==> config.mk <==
export PLATFORM = sky130hd
export DESIGN_NAME = timer_multicanal
export DESIGN_NICKNAME = d
export VERILOG_FILES = /design/src/rtl/timer_pkg.sv /design/src/rtl/timer_canal.sv /design/src/rtl/timer_multicanal.sv
export SDC_FILE = /design/constraint.sdc
export NUM_CORES = 1
export LEC_CHECK = 0
export BUFFER_PORTS_ARGS = -buffer_cell sky130_fd_sc_hd__buf_2
export CORE_ASPECT_RATIO = 1.4
export CORE_MARGIN = 5
export CORE_UTILIZATION = 55
export CTS_CLUSTER_DIAMETER = 120
export DETAILED_ROUTE_END_ITERATION = 12
export PLACE_DENSITY = 0.72
export REMOVE_ABC_BUFFERS = 1
export SLEW_MARGIN = 40
export SYNTH_ARGS = -nofsm -noshare
export SYNTH_HDL_FRONTEND = slang
export SYNTH_SLANG_ARGS = --single-unit
==> constraint.sdc <==
create_clock -name clk -period 5.3 [get_ports clk]
set_input_delay 0.265 -clock clk [delete_from_list [all_inputs] [get_ports clk]]
set_output_delay 0.265 -clock clk [all_outputs]
set_load 0.05 [all_outputs]
==> src/rtl/timer_pkg.sv <==
// timer_pkg
// Shared constants for the multi-channel timer: the per-channel register
// offsets inside a 4-word channel window and the bit positions used in the
// CTRL and STATUS registers.
package timer_pkg;

    // Register offsets inside one channel window (address bits [1:0])
    typedef enum logic [1:0] {
        CTRL_OFS   = 2'd0,
        PERIOD_OFS = 2'd1,
        COUNT_OFS  = 2'd2,
        STATUS_OFS = 2'd3
    } reg_ofs_t;

    // CTRL bit positions
    localparam int EN_BIT = 0;
    localparam int AR_BIT = 1;
    localparam int IE_BIT = 2;

    // STATUS bit positions
    localparam int PEND_BIT = 0;

endpackage

==> src/rtl/timer_canal.sv <==
// timer_canal
// One timer channel: CTRL (EN/AR/IE), PERIOD, down-counter COUNT and the
// latched PEND flag, plus the expiry logic driven by the shared tick.
// Ports:
//   clk, reset            clock, asynchronous active-high reset
//   tick                  prescaler tick shared by all channels
//   we_ctrl/we_period/we_status  decoded one-cycle write strobes
//   wdata                 write data
//   ctrl, period, count, pend    register contents for the read mux
//   irq                   level interrupt, PEND & IE from flops only
module timer_canal
    import timer_pkg::*;
#(
    parameter int WIDTH = 16
) (
    input  logic             clk,
    input  logic             reset,
    input  logic             tick,
    input  logic             we_ctrl,
    input  logic             we_period,
    input  logic             we_status,
    input  logic [WIDTH-1:0] wdata,
    output logic [2:0]       ctrl,
    output logic [WIDTH-1:0] period,
    output logic [WIDTH-1:0] count,
    output logic             pend,
    output logic             irq
);

    logic [2:0]       ctrl_q;
    logic [WIDTH-1:0] period_q;
    logic [WIDTH-1:0] count_q;
    logic             pend_q;
    logic             en;
    logic             ar;
    logic             expire;

    assign en     = ctrl_q[EN_BIT];
    assign ar     = ctrl_q[AR_BIT];
    assign expire = tick & en & (count_q == '0);

    // CTRL: a bus write always wins; otherwise a one-shot expiry drops EN.
    always_ff @(posedge clk or posedge reset) begin
        if (reset) begin
            ctrl_q <= '0;
        end else if (we_ctrl) begin
            ctrl_q <= wdata[2:0];
        end else if (expire && !ar) begin
            ctrl_q[EN_BIT] <= 1'b0;
        end
    end

    // PERIOD only changes on a bus write.
    always_ff @(posedge clk or posedge reset) begin
        if (reset) begin
            period_q <= '0;
        end else if (we_period) begin
            period_q <= wdata;
        end
    end

    // COUNT priority: PERIOD write, then enable load, then tick behaviour.
    // A one-shot expiry simply leaves COUNT at zero.
    always_ff @(posedge clk or posedge reset) begin
        if (reset) begin
            count_q <= '0;
        end else if (we_period) begin
            count_q <= wdata;
        end else if (we_ctrl && wdata[EN_BIT] && !en) begin
            count_q <= period_q;
        end else if (tick && en) begin
            if (count_q != '0) begin
                count_q <= count_q - 1'b1;
            end else if (ar) begin
                count_q <= period_q;
            end
        end
    end

    // PEND: setting on expiry beats a simultaneous write-1-to-clear.
    always_ff @(posedge clk or posedge reset) begin
        if (reset) begin
            pend_q <= 1'b0;
        end else if (expire) begin
            pend_q <= 1'b1;
        end else if (we_status && wdata[PEND_BIT]) begin
            pend_q <= 1'b0;
        end
    end

    assign ctrl   = ctrl_q;
    assign period = period_q;
    assign count  = count_q;
    assign pend   = pend_q;
    assign irq    = pend_q & ctrl_q[IE_BIT];

endmodule

==> src/rtl/timer_multicanal.sv <==
// timer_multicanal
// Multi-channel programmable timer on the memory-mapped I/O bus. Holds the
// shared prescaler, the address decode and the combinational read mux; the
// channels themselves live in timer_canal.
// Ports:
//   clk, reset   clock, asynchronous active-high reset
//   we, re       write strobe / read enable
//   addr, wdata  register address and write data
//   rdata        combinational read data (0 when re=0 or unmapped)
//   irq          per-channel level interrupt requests
module timer_multicanal
    import timer_pkg::*;
#(
    parameter int NUM_CH  = 4,
    parameter int WIDTH   = 16,
    parameter int PRESC_W = 8,
    parameter int ADDR_W  = 5
) (
    input  logic              clk,
    input  logic              reset,
    input  logic              we,
    input  logic              re,
    input  logic [ADDR_W-1:0] addr,
    input  logic [WIDTH-1:0]  wdata,
    output logic [WIDTH-1:0]  rdata,
    output logic [NUM_CH-1:0] irq
);

    localparam logic [ADDR_W-1:0] PRESC_ADDR = ADDR_W'(4 * NUM_CH);

    logic [PRESC_W-1:0] presc_q;
    logic [PRESC_W-1:0] presc_cnt;
    logic               tick;
    logic               presc_we;
    logic [ADDR_W-3:0]  ch_field;
    reg_ofs_t           ofs;

    logic [2:0]         ctrl_q   [NUM_CH];
    logic [WIDTH-1:0]   period_q [NUM_CH];
    logic [WIDTH-1:0]   count_q  [NUM_CH];
    logic [NUM_CH-1:0]  pend_q;

    assign ch_field = addr[ADDR_W-1:2];
    assign ofs      = reg_ofs_t'(addr[1:0]);
    assign presc_we = we & (addr == PRESC_ADDR);
    assign tick     = (presc_cnt == presc_q);

    // Prescaler: counts 0..PRESC and wraps on the tick cycle; writing PRESC
    // restarts the count so the new divisor takes effect from a clean phase.
    always_ff @(posedge clk or posedge reset) begin
        if (reset) begin
            presc_q   <= '0;
            presc_cnt <= '0;
        end else if (presc_we) begin
            presc_q   <= wdata[PRESC_W-1:0];
            presc_cnt <= '0;
        end else if (tick) begin
            presc_cnt <= '0;
        end else begin
            presc_cnt <= presc_cnt + 1'b1;
        end
    end

    // One channel per 4-word window; addresses past the last window never
    // match any channel field.
    for (genvar i = 0; i < NUM_CH; i++) begin : g_ch
        logic sel;
        assign sel = we & (ch_field == (ADDR_W-2)'(i));

        timer_canal #(
            .WIDTH(WIDTH)
        ) u_canal (
            .clk      (clk),
            .reset    (reset),
            .tick     (tick),
            .we_ctrl  (sel & (ofs == CTRL_OFS)),
            .we_period(sel & (ofs == PERIOD_OFS)),
            .we_status(sel & (ofs == STATUS_OFS)),
            .wdata    (wdata),
            .ctrl     (ctrl_q[i]),
            .period   (period_q[i]),
            .count    (count_q[i]),
            .pend     (pend_q[i]),
            .irq      (irq[i])
        );
    end

    // Read mux: zero unless enabled and the address hits a mapped register.
    always_comb begin
        rdata = '0;
        if (re) begin
            if (addr == PRESC_ADDR) begin
                rdata = WIDTH'(presc_q);
            end
            for (int i = 0; i < NUM_CH; i++) begin
                if (ch_field == (ADDR_W-2)'(i)) begin
                    case (ofs)
                        CTRL_OFS:   rdata = WIDTH'(ctrl_q[i]);
                        PERIOD_OFS: rdata = period_q[i];
                        COUNT_OFS:  rdata = count_q[i];
                        STATUS_OFS: rdata[PEND_BIT] = pend_q[i];
                        default:    rdata = '0;
                    endcase
                end
            end
        end
    end

endmodule

==> reports/results.tsv <==
stage	metric	value	unit
min_path	Tightest Hold Check Type	in -> reg	
synth	sequential fraction of the synthesis area	39.8	%
pwr	maximum ir drop on the vdd rail	0.228	mV
die	Die X-Extent	124	um
sta	Worst Clk Skew	0.00948	ns
job	max-cap check violation count	0	
drt	detailed-route vias per instance	6.76	
pwr	power per cell area	430	nW/um2
pwr	static power due to leakage	4.81	nW
sta	Final Slew Violations	0	
synth	cells after synthesis	1246	
global_route	total grt overflow	0	
drt	via count	10058	
cts	H-tree depth reported by CTS	4	
placed_design	detailed placement HPWL	23.5	mm
cts	# clock sinks	160	
drt	DRC violations left	0	
synth	Post-Syn Area per Cell	8.07	um2
layout	final net count	1269	
synth	Async S/R FF share, synth	100	%
status	outcome	completed	
cts	Clock transition at path regs	0.07	ns
synth	top_reg_cell synth	dfrtp_1	
layout	final antenna diode count	0	
die	IO Pins	45	
global_route	GRT Overall Usage	31.9	%
sta	final setup violation count	0	
sta	Final Hold Fails	0	
cts	Resized cells post-CTS	0	
sta	Worst Tran Pin Value	0.864	ns
drt	WL/cell	22.8	um
global_route	wire length of the first global-routing pass	53.4	mm
die	row cnt	58	
placed_design	placement-stage cell area	10400	um2
layout	post-route standard cell area excluding fillers	11000	um2
worst_setup_path	largest fanout on the critical path	8	
cts	post-CTS setup-driven buffer insertion count	0	
global_route	via count of the first global-routing pass	9380	
layout	area grow syn2layout	9.46	%
worst_setup_path	beginning of the worst register-to-register path	presc_cnt[5]$_DFF_PP0_	
layout	fraction of layout instances using a drive strength above 1	10.6	%
drt	number of antenna-violating nets in the routed design	0	
placed_design	final estimated routing congestion in global placement	0.967	
synth	Post-Synthesis Cell Area	10000	um2
die	die height	170	um
worst_setup_path	Critical Path Source	presc_cnt[5]$_DFF_PP0_	
sta	RSZ-0062 raised after global routing	no	
sta	worst hold slack after final layout	0.151	ns
sta	Worst slew margin	41.9	%
drt	initial detailed-routing violation count	1416	
sta	shortest clock period the worst path allows after layout	3.08	ns
worst_setup_path	critical path launch point type	flop	
cts	CTS tree	done	
cts	Clock Latency Late Sink	0.44	ns
placed_design	number of buffer cells added on primary ports	44	
worst_setup_path	worst reg2reg path depth	7	
synth	Post-synth EDFFs	0	
global_route	pin count of the biggest net entering global routing	72	
synth	count of distinct cell types in the synthesized netlist	67	
worst_setup_path	Critical path destination	g_ch[2].u_canal.count[14]$_DFFE_PP0P_	
layout	most frequent standard cell in the layout excluding fill and tap cells	nand2_1	
die	Core ar.	18000	um2
cts	Root Buffer Master	clkbuf_16	
synth	flip-flop and latch count after synthesis	160	
global_route	number of antenna violations at the first check in global routing	0	
sta	Fmax	0.325	GHz
worst_setup_path	worst reg2reg setup slack	2.22	ns
worst_setup_path	Critical R2R Capture	g_ch[2].u_canal.count[14]$_DFFE_PP0P_	
die	initial standard-cell utilization of the core	55.8	%
die	Die Outline Area	21100	um2
drt	detailed-route wire length	33.9	mm
worst_setup_path	class of the most critical setup path	reg -> reg	
cts	Hold-fix buffers, CTS	1	
layout	commonest cells after routing, fill and taps aside	nand2_1 (243), dfrtp_1 (160), nor2_1 (112), o21ai_0 (99), a21oi_1 (69)	
sta	post-route fraction of the period consumed by the critical path	58.0	%
pwr	post-layout total power	0.00473	W
sta	setup tns final	0	ns
cts	total CTS buffers	17	
drt	Detailed Routing Iterations Pass 1	6	
worst_setup_path	required time of the worst setup path	5.61	ns
worst_setup_path	endpoint type of the worst setup path	flop	
worst_setup_path	signal arrival time at the worst endpoint	3.39	ns
synth	yosys synthesis warning count	0	
cts	maximum count of clock buffers along a single path	2	
worst min-delay path by stage:
| stage | startpoint | endpoint | slack, ns | depth (start not counted) |
|---|---|---|---|---|
| floorplan | wdata[10] | g_ch[0].u_canal.period[10]$_DFFE_PP0P_ | 0.37 | 2 |
| detailed placement | reset | g_ch[2].u_canal.period[9]$_DFFE_PP0P_ | 0.31 | 2 |
| CTS | wdata[14] | g_ch[2].u_canal.period[14]$_DFFE_PP0P_ | 0.14 | 3 |
| global route | wdata[15] | g_ch[1].u_canal.period[15]$_DFFE_PP0P_ | 0.17 | 3 |
| finish | wdata[14] | g_ch[2].u_canal.period[14]$_DFFE_PP0P_ | 0.15 | 3 |
| global placement | reset | g_ch[2].u_canal.period[11]$_DFFE_PP0P_ | 0.30 | 2 |
per-layer routing:
layer | vias up | wire, um | GRT usage [%] | share of wire (%)
met5 | - | 0 | 0 | 0
met4 | 0 | 2140 | 18.0 | 6.3
met3 | 127 | 2740 | 6.00 | 8.1
met2 | 589 | 15400 | 49.7 | 45
met1 | 4857 | 13700 | 42.1 | 40
li1 | 4485 | - | - | -
sequential cells by signal (all words and copies together) (netlist names):
signal,cells
g_ch.u_canal.count,64
g_ch.u_canal.ctrl,12
g_ch.u_canal.pend,4
g_ch.u_canal.period,64
presc_cnt,8
presc_q,8
worst max-delay path: stages, from the launching register on:
cell and delay [ns]:
dfrtp_1 0.42, xor2_1 0.17, nor4_1 0.76, nand3_1 0.35
o211ai_1 0.66, buf_2 0.31, o21ai_0 0.11, o2bb2ai_1 0.16
cells in the mapped netlist (6+ instances only):
master | n | share of area [%]
or3_1 | 8 | 0.50
and3_1 | 14 | 0.87
and2_1 | 12 | 0.75
o21ai_0 | 101 | 5.0
mux2i_1 | 11 | 1.1
nor2_1 | 112 | 4.2
nor4_1 | 18 | 1.1
nor2b_1 | 16 | 1.0
o22ai_1 | 13 | 0.81
a31oi_1 | 32 | 2.0
a22o_1 | 21 | 1.8
a22oi_1 | 26 | 1.9
a211oi_1 | 13 | 0.97
clkbuf_1 | 79 | 3.0
o221ai_1 | 7 | 0.61
nor3_1 | 27 | 1.3
o2bb2ai_1 | 8 | 0.70
nor3b_1 | 6 | 0.45
ha_1 | 9 | 1.1
buf_1 | 7 | 0.26
o211ai_1 | 18 | 1.3
o21a_1 | 13 | 0.97
xor2_1 | 20 | 1.7
or4_1 | 7 | 0.52
nand2_1 | 243 | 9.1
a32oi_1 | 7 | 0.61
dfrtp_1 | 160 | 40
mux2_2 | 16 | 1.8
a21oi_1 | 69 | 3.4
xnor2_1 | 14 | 1.2
nand4_1 | 9 | 0.56
o31ai_1 | 14 | 1.0
inv_1 | 19 | 0.71
nand3_1 | 30 | 1.5
cell families (layout without fill, tap and decap cells):
kind of cell	after synthesis	in the layout	synth area share [%]
fa+ha+maj	9	9	1.12
compound gates	377	377	24.3
flops	160	160	39.8
simple gates	519	519	23.3
xor+xnor	34	34	2.96
mux	31	31	3.78
buf+inv	116	117	4.69
power breakdown:
| group | switching, W | leakage (nW) | internal [W] | total (W) |
|---|---|---|---|---|
| sequential | 0.000502 | 2.04 | 0.00157 | 0.00207 |
| clock | 0.000517 | 0.271 | 0.000749 | 0.00127 |
| combinational | 0.000791 | 2.50 | 0.000607 | 0.00140 |
| total | 0.00181 | 4.81 | 0.00292 | 0.00473 |
final cells by class:
| class | instances | area, um2 |
|---|---|---|
| clock inverter | 10 | 138 |
| multi-input combinational | 970 | 5640 |
| clock buffer | 21 | 450 |
| fill | 1645 | 7000 |
| inverter | 19 | 76.3 |
| timing repair buffer | 67 | 397 |
| tap | 240 | 300 |
| sequential | 160 | 4000 |
stage by stage:
stage	utilization, %	worst slack [ns]	std cells
after floorplan	-	0.715	1149
after global placement	57.5	2.03	1454
after detailed placement	57.7	2.23	1455
after CTS	61.0	2.21	1487
after global routing	61.1	2.10	1487
final	61.1	2.22	1487
No activity file was read; power rests on OpenSTA's default activity.
